==> src/rtl/decode_resource_ctrl.sv <==
// Decode-side resource bookkeeping: ROB head/tail tags and occupancy, ALU and branch
// reservation-station occupancy, and the stall flags decode uses before allocating.
module decode_resource_ctrl #(
  parameter int ROB       = 2,
  parameter int ALU_DEPTH = 4,
  parameter int BR_DEPTH  = 2,
  parameter int CW        = 3
) (
  input  logic          clk,
  input  logic          globalReset_n,
  input  logic          robReq,
  input  logic          stationRequest,
  input  logic [1:0]    RSstation,
  input  logic          validCommit,
  input  logic          flush,
  input  logic          aluIssue,
  input  logic          branchIssue,
  output logic [ROB:0]  robAllocation,
  output logic [ROB:0]  commitROB,
  output logic [CW:0]   robCount,
  output logic          fullRob,
  output logic          ALUFull,
  output logic          branchFull,
  output logic          allocErr
);

  localparam int ROB_DEPTH = 2 ** (ROB + 1);
  localparam int CNT_W     = CW + 1;
  localparam int ALU_W     = $clog2(ALU_DEPTH + 1);
  localparam int BR_W      = $clog2(BR_DEPTH + 1);

  localparam logic [CNT_W-1:0] ROB_MAX = CNT_W'(ROB_DEPTH);
  localparam logic [ALU_W-1:0] ALU_MAX = ALU_W'(ALU_DEPTH);
  localparam logic [BR_W-1:0]  BR_MAX  = BR_W'(BR_DEPTH);

  logic [ROB:0]       tail;
  logic [ROB:0]       head;
  logic [CNT_W-1:0]   rob_cnt;
  logic [ALU_W-1:0]   alu_cnt;
  logic [BR_W-1:0]    br_cnt;
  logic               err;

  logic alu_req;
  logic br_req;
  logic commit_ok;
  logic rob_alloc_ok;
  logic alu_issue_ok;
  logic alu_alloc_ok;
  logic br_issue_ok;
  logic br_alloc_ok;
  logic err_set;

  // A request at full occupancy is still accepted when a release frees a slot in the same cycle.
  always_comb begin
    alu_req      = stationRequest & (RSstation == 2'b00);
    br_req       = stationRequest & (RSstation == 2'b01);
    commit_ok    = validCommit & (rob_cnt != '0);
    rob_alloc_ok = robReq & ((rob_cnt != ROB_MAX) | commit_ok);
    alu_issue_ok = aluIssue & (alu_cnt != '0);
    alu_alloc_ok = alu_req & ((alu_cnt != ALU_MAX) | alu_issue_ok);
    br_issue_ok  = branchIssue & (br_cnt != '0);
    br_alloc_ok  = br_req & ((br_cnt != BR_MAX) | br_issue_ok);
    err_set      = (robReq & ~rob_alloc_ok) | (alu_req & ~alu_alloc_ok) |
                   (br_req & ~br_alloc_ok);
  end

  // ROB pointers and occupancy; pointer width gives the modulo wrap for free.
  always_ff @(posedge clk or negedge globalReset_n) begin
    if (!globalReset_n) begin
      tail    <= '0;
      head    <= '0;
      rob_cnt <= '0;
    end else if (flush) begin
      tail    <= '0;
      head    <= '0;
      rob_cnt <= '0;
    end else begin
      if (rob_alloc_ok) tail <= tail + 1'b1;
      if (commit_ok)    head <= head + 1'b1;
      unique case ({rob_alloc_ok, commit_ok})
        2'b10:   rob_cnt <= rob_cnt + 1'b1;
        2'b01:   rob_cnt <= rob_cnt - 1'b1;
        default: rob_cnt <= rob_cnt;
      endcase
    end
  end

  // Reservation-station occupancy
  always_ff @(posedge clk or negedge globalReset_n) begin
    if (!globalReset_n) begin
      alu_cnt <= '0;
      br_cnt  <= '0;
    end else if (flush) begin
      alu_cnt <= '0;
      br_cnt  <= '0;
    end else begin
      unique case ({alu_alloc_ok, alu_issue_ok})
        2'b10:   alu_cnt <= alu_cnt + 1'b1;
        2'b01:   alu_cnt <= alu_cnt - 1'b1;
        default: alu_cnt <= alu_cnt;
      endcase
      unique case ({br_alloc_ok, br_issue_ok})
        2'b10:   br_cnt <= br_cnt + 1'b1;
        2'b01:   br_cnt <= br_cnt - 1'b1;
        default: br_cnt <= br_cnt;
      endcase
    end
  end

  // Sticky overflow indicator survives flush; requests discarded by flush never raise it.
  always_ff @(posedge clk or negedge globalReset_n) begin
    if (!globalReset_n) begin
      err <= 1'b0;
    end else if (!flush && err_set) begin
      err <= 1'b1;
    end
  end

  always_comb begin
    robAllocation = tail;
    commitROB     = head;
    robCount      = rob_cnt;
    allocErr      = err;
    fullRob       = ({1'b0, rob_cnt} + {{CNT_W{1'b0}}, robReq}) >= {1'b0, ROB_MAX};
    ALUFull       = ({1'b0, alu_cnt} + {{ALU_W{1'b0}}, alu_req}) >= {1'b0, ALU_MAX};
    branchFull    = ({1'b0, br_cnt} + {{BR_W{1'b0}}, br_req}) >= {1'b0, BR_MAX};
  end

endmodule

==> config.mk <==
export PLATFORM = sky130hd
export DESIGN_NAME = decode_resource_ctrl
export DESIGN_NICKNAME = d
export VERILOG_FILES = /design/src/rtl/decode_resource_ctrl.sv
export SDC_FILE = /design/constraint.sdc
export NUM_CORES = 1
export LEC_CHECK = 0
export ABC_CLOCK_PERIOD_IN_PS = 2100
export BUFFER_PORTS_ARGS = -buffer_cell sky130_fd_sc_hd__buf_2
export CAP_MARGIN = 20
export CORE_ASPECT_RATIO = 1.25
export CORE_MARGIN = 2
export CORE_UTILIZATION = 30
export CTS_CLUSTER_SIZE = 24
export DETAILED_ROUTE_END_ITERATION = 16
export PLACE_DENSITY = 0.47
export SLEW_MARGIN = 20
export SYNTH_ARGS = -nofsm -noshare
export SYNTH_HDL_FRONTEND = slang
export SYNTH_SLANG_ARGS = --single-unit
export TNS_END_PERCENT = 30
==> constraint.sdc <==
create_clock -name clk -period 2.1 [get_ports clk]
set_clock_uncertainty 0.05 [all_clocks]
set_input_delay 0.21 -clock clk [delete_from_list [all_inputs] [get_ports clk]]
set_output_delay 0.21 -clock clk [all_outputs]
set_load 0.03 [all_outputs]
**Yosys cells after proc, flatten, opt, wreduce, memory -nomap -nowiden**

Cells that the tools add are included.

- Input bits: 10
- Output and inout port bits: 14
- Logic and storage cells: 70
- Register bits after elaboration: 16

- Reduce and logical (&&, ||, !) cells: 11
- Mux-type cells: 10
- Equal/unequal tests: 10
- $add $sub $neg: 11
- Order comparisons: 3
- Bitwise logic cells: 19

Operators with widths:

| kind | count |
|---|---|
| 2-to-1 mux 3 bit | 5 |
| nonzero test 3 bit | 4 |
| bitwise AND 1 bit | 11 |
| adder 3 x 1 -> 3 bit, second input constant | 3 |
| == test 2 x 1 -> 1 bit, second input constant | 4 |
| case mux 4 bit (2 select lines) | 1 |
| == test 2 bit, second input constant | 3 |
| case mux 3 bit (2 select lines) | 1 |
| nonzero test 2 bit | 3 |
| adder 4 x 1 -> 5 bit | 1 |
| greater-or-equal comparator 5 x 4 -> 1 bit, second input constant | 1 |
| OR 1 bit | 5 |
| adder 3 x 1 -> 4 bit | 1 |
| adder 4 x 1 -> 4 bit, second input constant | 1 |
| greater-or-equal comparator 4 x 3 -> 1 bit, second input constant | 1 |
| 2-to-1 mux 4 bit | 1 |
| != test 4 bit, second input constant | 1 |
| case mux 2 bit (2 select lines) | 1 |
| nonzero test 4 bit | 1 |
| subtractor 4 x 1 -> 4 bit, second input constant | 1 |
| adder 2 x 1 -> 3 bit | 1 |
| greater-or-equal comparator 3 x 2 -> 1 bit, second input constant | 1 |
| != test 3 bit, second input constant | 1 |
| inverter 1 bit | 3 |
| 8 further kinds | 8 |

**Logic depth before layout (Yosys ltp)**

- Depth after elaboration: 9
- Mapped depth: 8
- Depth with buffers taken out: 7

**Worst setup path after synthesis**

OpenSTA, ideal clock, no wires.

- Path type: reg-to-reg
- From: reg rob_cnt[0], in the netlist robCount[0]
- To: reg rob_cnt[3], in the netlist robCount[3]
- Path buffers: 0
- Slack: -292 ps
- Arrival time: 2205 ps
- Setup time: 137 ps
- Stages on the path, launching flop included: 8
- Clock period less this slack: 2392 ps
- Data required time: 1913 ps
- Cell sequence: dfrtp_1 -> o41ai_2 -> nor2_1 -> ha_1 -> a211oi_1 -> nor2_1 -> mux2i_1 -> a31oi_1

- Longest elaborated chain between the ends: 7
- Elaborated cells between the ends (all ways): 12
- Those cells by class: 2 x add/sub; 3 x eq/ne; 2 x mux; 3 x bitwise; 2 x reduce/logical

RTL lines:

| element | line | RTL |
|---|---|---|
| from (decl) | 38 | `logic [CNT_W-1:0] rob_cnt;` |
| from (signal assigned) | 81 | `2'b10: rob_cnt <= rob_cnt + 1'b1;` |
| from (signal assigned) | 82 | `2'b01: rob_cnt <= rob_cnt - 1'b1;` |
| from (signal assigned) | 83 | `default: rob_cnt <= rob_cnt;` |
| nonzero test 4 bit | 57 | `commit_ok = validCommit & (rob_cnt != '0);` |
| bitwise AND 1 bit | 57 |  |
| OR 1 bit | 58 | `rob_alloc_ok = robReq & ((rob_cnt != ROB_MAX) \| commit_ok);` |
| bitwise AND 1 bit | 58 |  |
| == test 2 x 1 -> 1 bit / == test 2 bit (equally long branches) | 80 | `unique case ({rob_alloc_ok, commit_ok})` |
| case mux 4 bit (2 select lines) | 80 |  |
| 2-to-1 mux 4 bit | 73 | `end else if (flush) begin` |

Parallel ways exist; a longest one is shown, timed or not.
A chain may end at the register's enable or synchronous reset.

**Final worst setup path**

- From: reg alu_cnt[1]
- To: reg alu_cnt[2]

- Longest elaborated chain between the ends: 7
- Elaborated cells between the ends (all ways): 12
- Those cells by class: 2 x add/sub; 3 x eq/ne; 2 x mux; 3 x bitwise; 2 x reduce/logical

RTL lines:

| element | line | RTL |
|---|---|---|
| from (decl) | 39 | `logic [ALU_W-1:0] alu_cnt;` |
| from (signal assigned) | 98 | `2'b10: alu_cnt <= alu_cnt + 1'b1;` |
| from (signal assigned) | 99 | `2'b01: alu_cnt <= alu_cnt - 1'b1;` |
| from (signal assigned) | 100 | `default: alu_cnt <= alu_cnt;` |
| nonzero test 3 bit | 59 | `alu_issue_ok = aluIssue & (alu_cnt != '0);` |
| bitwise AND 1 bit | 59 |  |
| OR 1 bit | 60 | `alu_alloc_ok = alu_req & ((alu_cnt != ALU_MAX) \| alu_issue_ok);` |
| bitwise AND 1 bit | 60 |  |
| == test 2 x 1 -> 1 bit / == test 2 bit (equally long branches) | 97 | `unique case ({alu_alloc_ok, alu_issue_ok})` |
| case mux 3 bit (2 select lines) | 97 |  |
| 2-to-1 mux 3 bit | 93 | `end else if (flush) begin` |

Parallel ways exist; a longest one is shown, timed or not.

==> impl_metrics.csv <==
group,metric,value,unit
finish,final_cell_area,0.00147,mm²
timing,finalMaxSlewViolations,0,
synthesis,ys_ff_latch,16,
routing,initialDrtViolationCount,30,
timing,rsz0062_at_grt,"true",
global_routing,overflow,0,
synthesis,synth_compound_area_share,19.3,%
timing,tightestPinTransition,499,ps
routing,ant_nets,0,
place,dp.cells,186,
finish,areaGrowthSynthToFinish,27.0,%
clock_network,clk_path_buf_depth,2,
synthesis,yosysTopAreaCell,"dfrtp_1",
die,die_h,73.4,µm
routing,drt-vias-per-instance,5.37,
synthesis,postSynthAreaPerCell,9.62,µm²
die,start_util,31.0,%
flow_run,cap_violations,0,
pwr,power_per_cell_area,1220,mW/mm²
timing,slew_headroom,66.4,%
global_routing,antenna_found_initial,0,
synthesis,synthTopCellsByCount,"nor2_1 (20), dfrtp_1 (16), ha_1 (6), nor2b_1 (6)",
clock_network,cts-buffers-inserted,3,
synthesis,synth-seq-area-share,34.7,%
run_status,outcome,"finished, final reports clean",
clock_network,clk_pin_slew,70,ps
global_routing,met2_usage,22.8,%
synthesis,synth_top_family_by_area,"simple AND/OR/NAND/NOR gates",
die,die-area,0.00437,mm²
global_routing,grt_pass1_wl,4.57,mm
die,fp.dieW,59.5,µm
setup_path,critPathMaxFanout,3,
clock_network,htree_levels,1,
setup_path,cp.required,2220,ps
place,dpl.hpwl,1.99,mm
finish,final_cells,191,
die,rows,25,
hold_path,hold_path.class,"input pin to register",
clock_network,root_buffer,"clkbuf_8",
clock_network,cts_tree,"built",
synthesis,yosys.area_share.simple,21.7,%
routing,wl_per_cell,13.9,µm
synthesis,synth_area_leaders,"dfrtp_1 (35%), ha_1 (6.5%), nor2_1 (6.5%), mux2i_1 (4.3%), xnor2_1 (3.8%)",
synthesis,syn_nets,138,
synthesis,synth_xor_area_share,6.83,%
finish,nFillCells,379,
synthesis,synth_fa_ha_area_share,9.97,%
place,placed_cell_area,0.00140,mm²
setup_path,worstSetupPathType,"register to register",
synthesis,synth_ff_type,"dfrtp_1",
timing,hold_viol,0,
die,ioPinCount,24,
finish,fin_util,39.4,%
global_routing,met1_usage,17.9,%
synthesis,synth_most_common_cell,"nor2_1",
timing,min_period,1980,ps
global_routing,grt_max_degree,17,
routing,drc,0,
clock_network,insertion_delay,250,ps
global_routing,busiest_layer,"met2",
synthesis,synthMuxAreaShare,4.33,%
synthesis,async_flop_share,100,%
timing,finalCritPeriodShare,94.1,%
place,place.port_buffers,23,
finish,layout-drive-gt1-share,33.1,%
routing,vias,1025,
setup_path,cp-end-kind,"register",
timing,timing.fmax,0.506,GHz
global_routing,grtUsageMet3,1.76,%
pwr,total_power,0.00179,W
clock_network,cts_setup_buffers,0,
die,core-area,0.00372,mm²
setup_path,cp_data_arrival_time,2100,ps
place,gp_congestion,0.742,
timing,tns,0,ps
synthesis,yosys_warnings,0,
routing,routed_wl,2.65,mm
synthesis,yosysTopAreaCellShare,34.7,%
global_routing,grt_pass1_vias,941,
synthesis,synth_edf_count,0,
synthesis,ys_types,41,
clock_network,clock_sinks,16,
pwr,vdd_drop_max,0.000495,V
synthesis,synth_cells,120,
synthesis,syn_area,0.00115,mm²
finish,nets,170,
finish,n_antenna_cell,0,
setup_path,startpoint_type,"register",
timing,setup_viol_count_final,0,
routing,dr.pass1.iters,4,
pwr,power_leakage,0.693,nW
global_routing,grtUsageTotal,13.8,%
worst max-delay path, stage by stage (launching register included):
cell      delay, ps
dfrtp_1         410
nor3_4          200
nor3b_1          80
fa_2            360
nand2b_1        160
or3_1           310
a21o_1          180
a31oi_1         140
cells in the final DEF, fill, tap and decap left out, drive strengths merged, types with 3 or more instances in the layout:
cell type,n
a211oi,6
a21oi,3
buf,33
clkbuf,4
dfrtp,16
ha,6
mux2i,5
nor2,20
nor2b,6
nor3,4
nor3b,3
o211ai,3
o21ai,4
xnor2,5
xor2,4
area by class of cell:
type / instances / area (µm²) / share of cell area [%]
Sequential cell: 16 / 404 / 27.6
Timing Repair Buffer: 34 / 200 / 13.7
Inverter: 2 / 7.51 / 0.512
Multi-Input combinational cell: 95 / 749 / 51.1
Tap cell: 40 / 50.0 / 3.41
Clock buffer: 4 / 55.1 / 3.75
final timing paths:
| check | start | endpoint | slack (ps) | depth (start not counted) |
|---|---|---|---|---|
| setup / recovery | alu_cnt[1]$_DFFE_PN0P_ | alu_cnt[2]$_DFFE_PN0P_ | 120 | 7 |
| hold / removal | branchIssue | br_cnt[1]$_DFFE_PN0P_ | 280 | 4 |
| setup reg to reg | alu_cnt[1]$_DFFE_PN0P_ | alu_cnt[2]$_DFFE_PN0P_ | 120 | 7 |
| hold reg to reg | allocErr$_DFFE_PN0P_ | allocErr$_DFFE_PN0P_ | 430 | 1 |
| max in group asynchronous | globalReset_n | robCount[0]$_DFFE_PN0P_ | 1340 | 2 |
| min in group asynchronous | globalReset_n | robCount[3]$_DFFE_PN0P_ | 360 | 2 |
through the flow:
step / setup WS [ps] / hold WS [ps]
global placement: 123 / 105
detailed placement: 77.6 / 116
global route: -35.9 / 312
finish: 124 / 281
floorplan: -21.6 / -136
CTS: 41.3 / 270
routing by layer:
| metal | up-vias | share of wire (%) |
|---|---|---|
| li1 | 501 | - |
| met1 | 489 | 44 |
| met2 | 30 | 50 |
| met3 | 5 | 3.8 |
| met4 | 0 | 2.0 |
| met5 | - | 0 |
report_power, final:
| part | total, W | switching [W] | internal (W) |
|---|---|---|---|
| Sequential | 0.000469 | 0.0000760 | 0.000393 |
| Clock | 0.000279 | 0.000112 | 0.000166 |
| Combinational | 0.00105 | 0.000598 | 0.000448 |
sequential cells by signal (all words and copies together), names as in the netlist:
| register | flops |
|---|---|
| commitROB | 3 |
| alu_cnt | 3 |
| br_cnt | 2 |
| allocErr | 1 |
| robAllocation | 3 |
| robCount | 4 |
kinds of logic (layout without fill, tap and decap cells):
| family | count (synthesis) | count (layout) |
|---|---|---|
| DFF | 16 | 16 |
| and+or+nand+nor | 45 | 45 |
| xor gates and xnor gates | 9 | 9 |
| adders and majority gates | 8 | 8 |
| AOI/OAI and AO/OA | 28 | 28 |
| muxes | 5 | 5 |
| buffers and inverters | 9 | 40 |
repair_timing:
| action | in CTS | in global routing |
|---|---|---|
| resized for setup | 0 | 1 |
| hold endpoints to repair | 16 | 0 |
| hold buffers | 1 | 0 |
| endpoints found under the setup margin | 0 | 2 |
(Power assumes the default switching activity.)
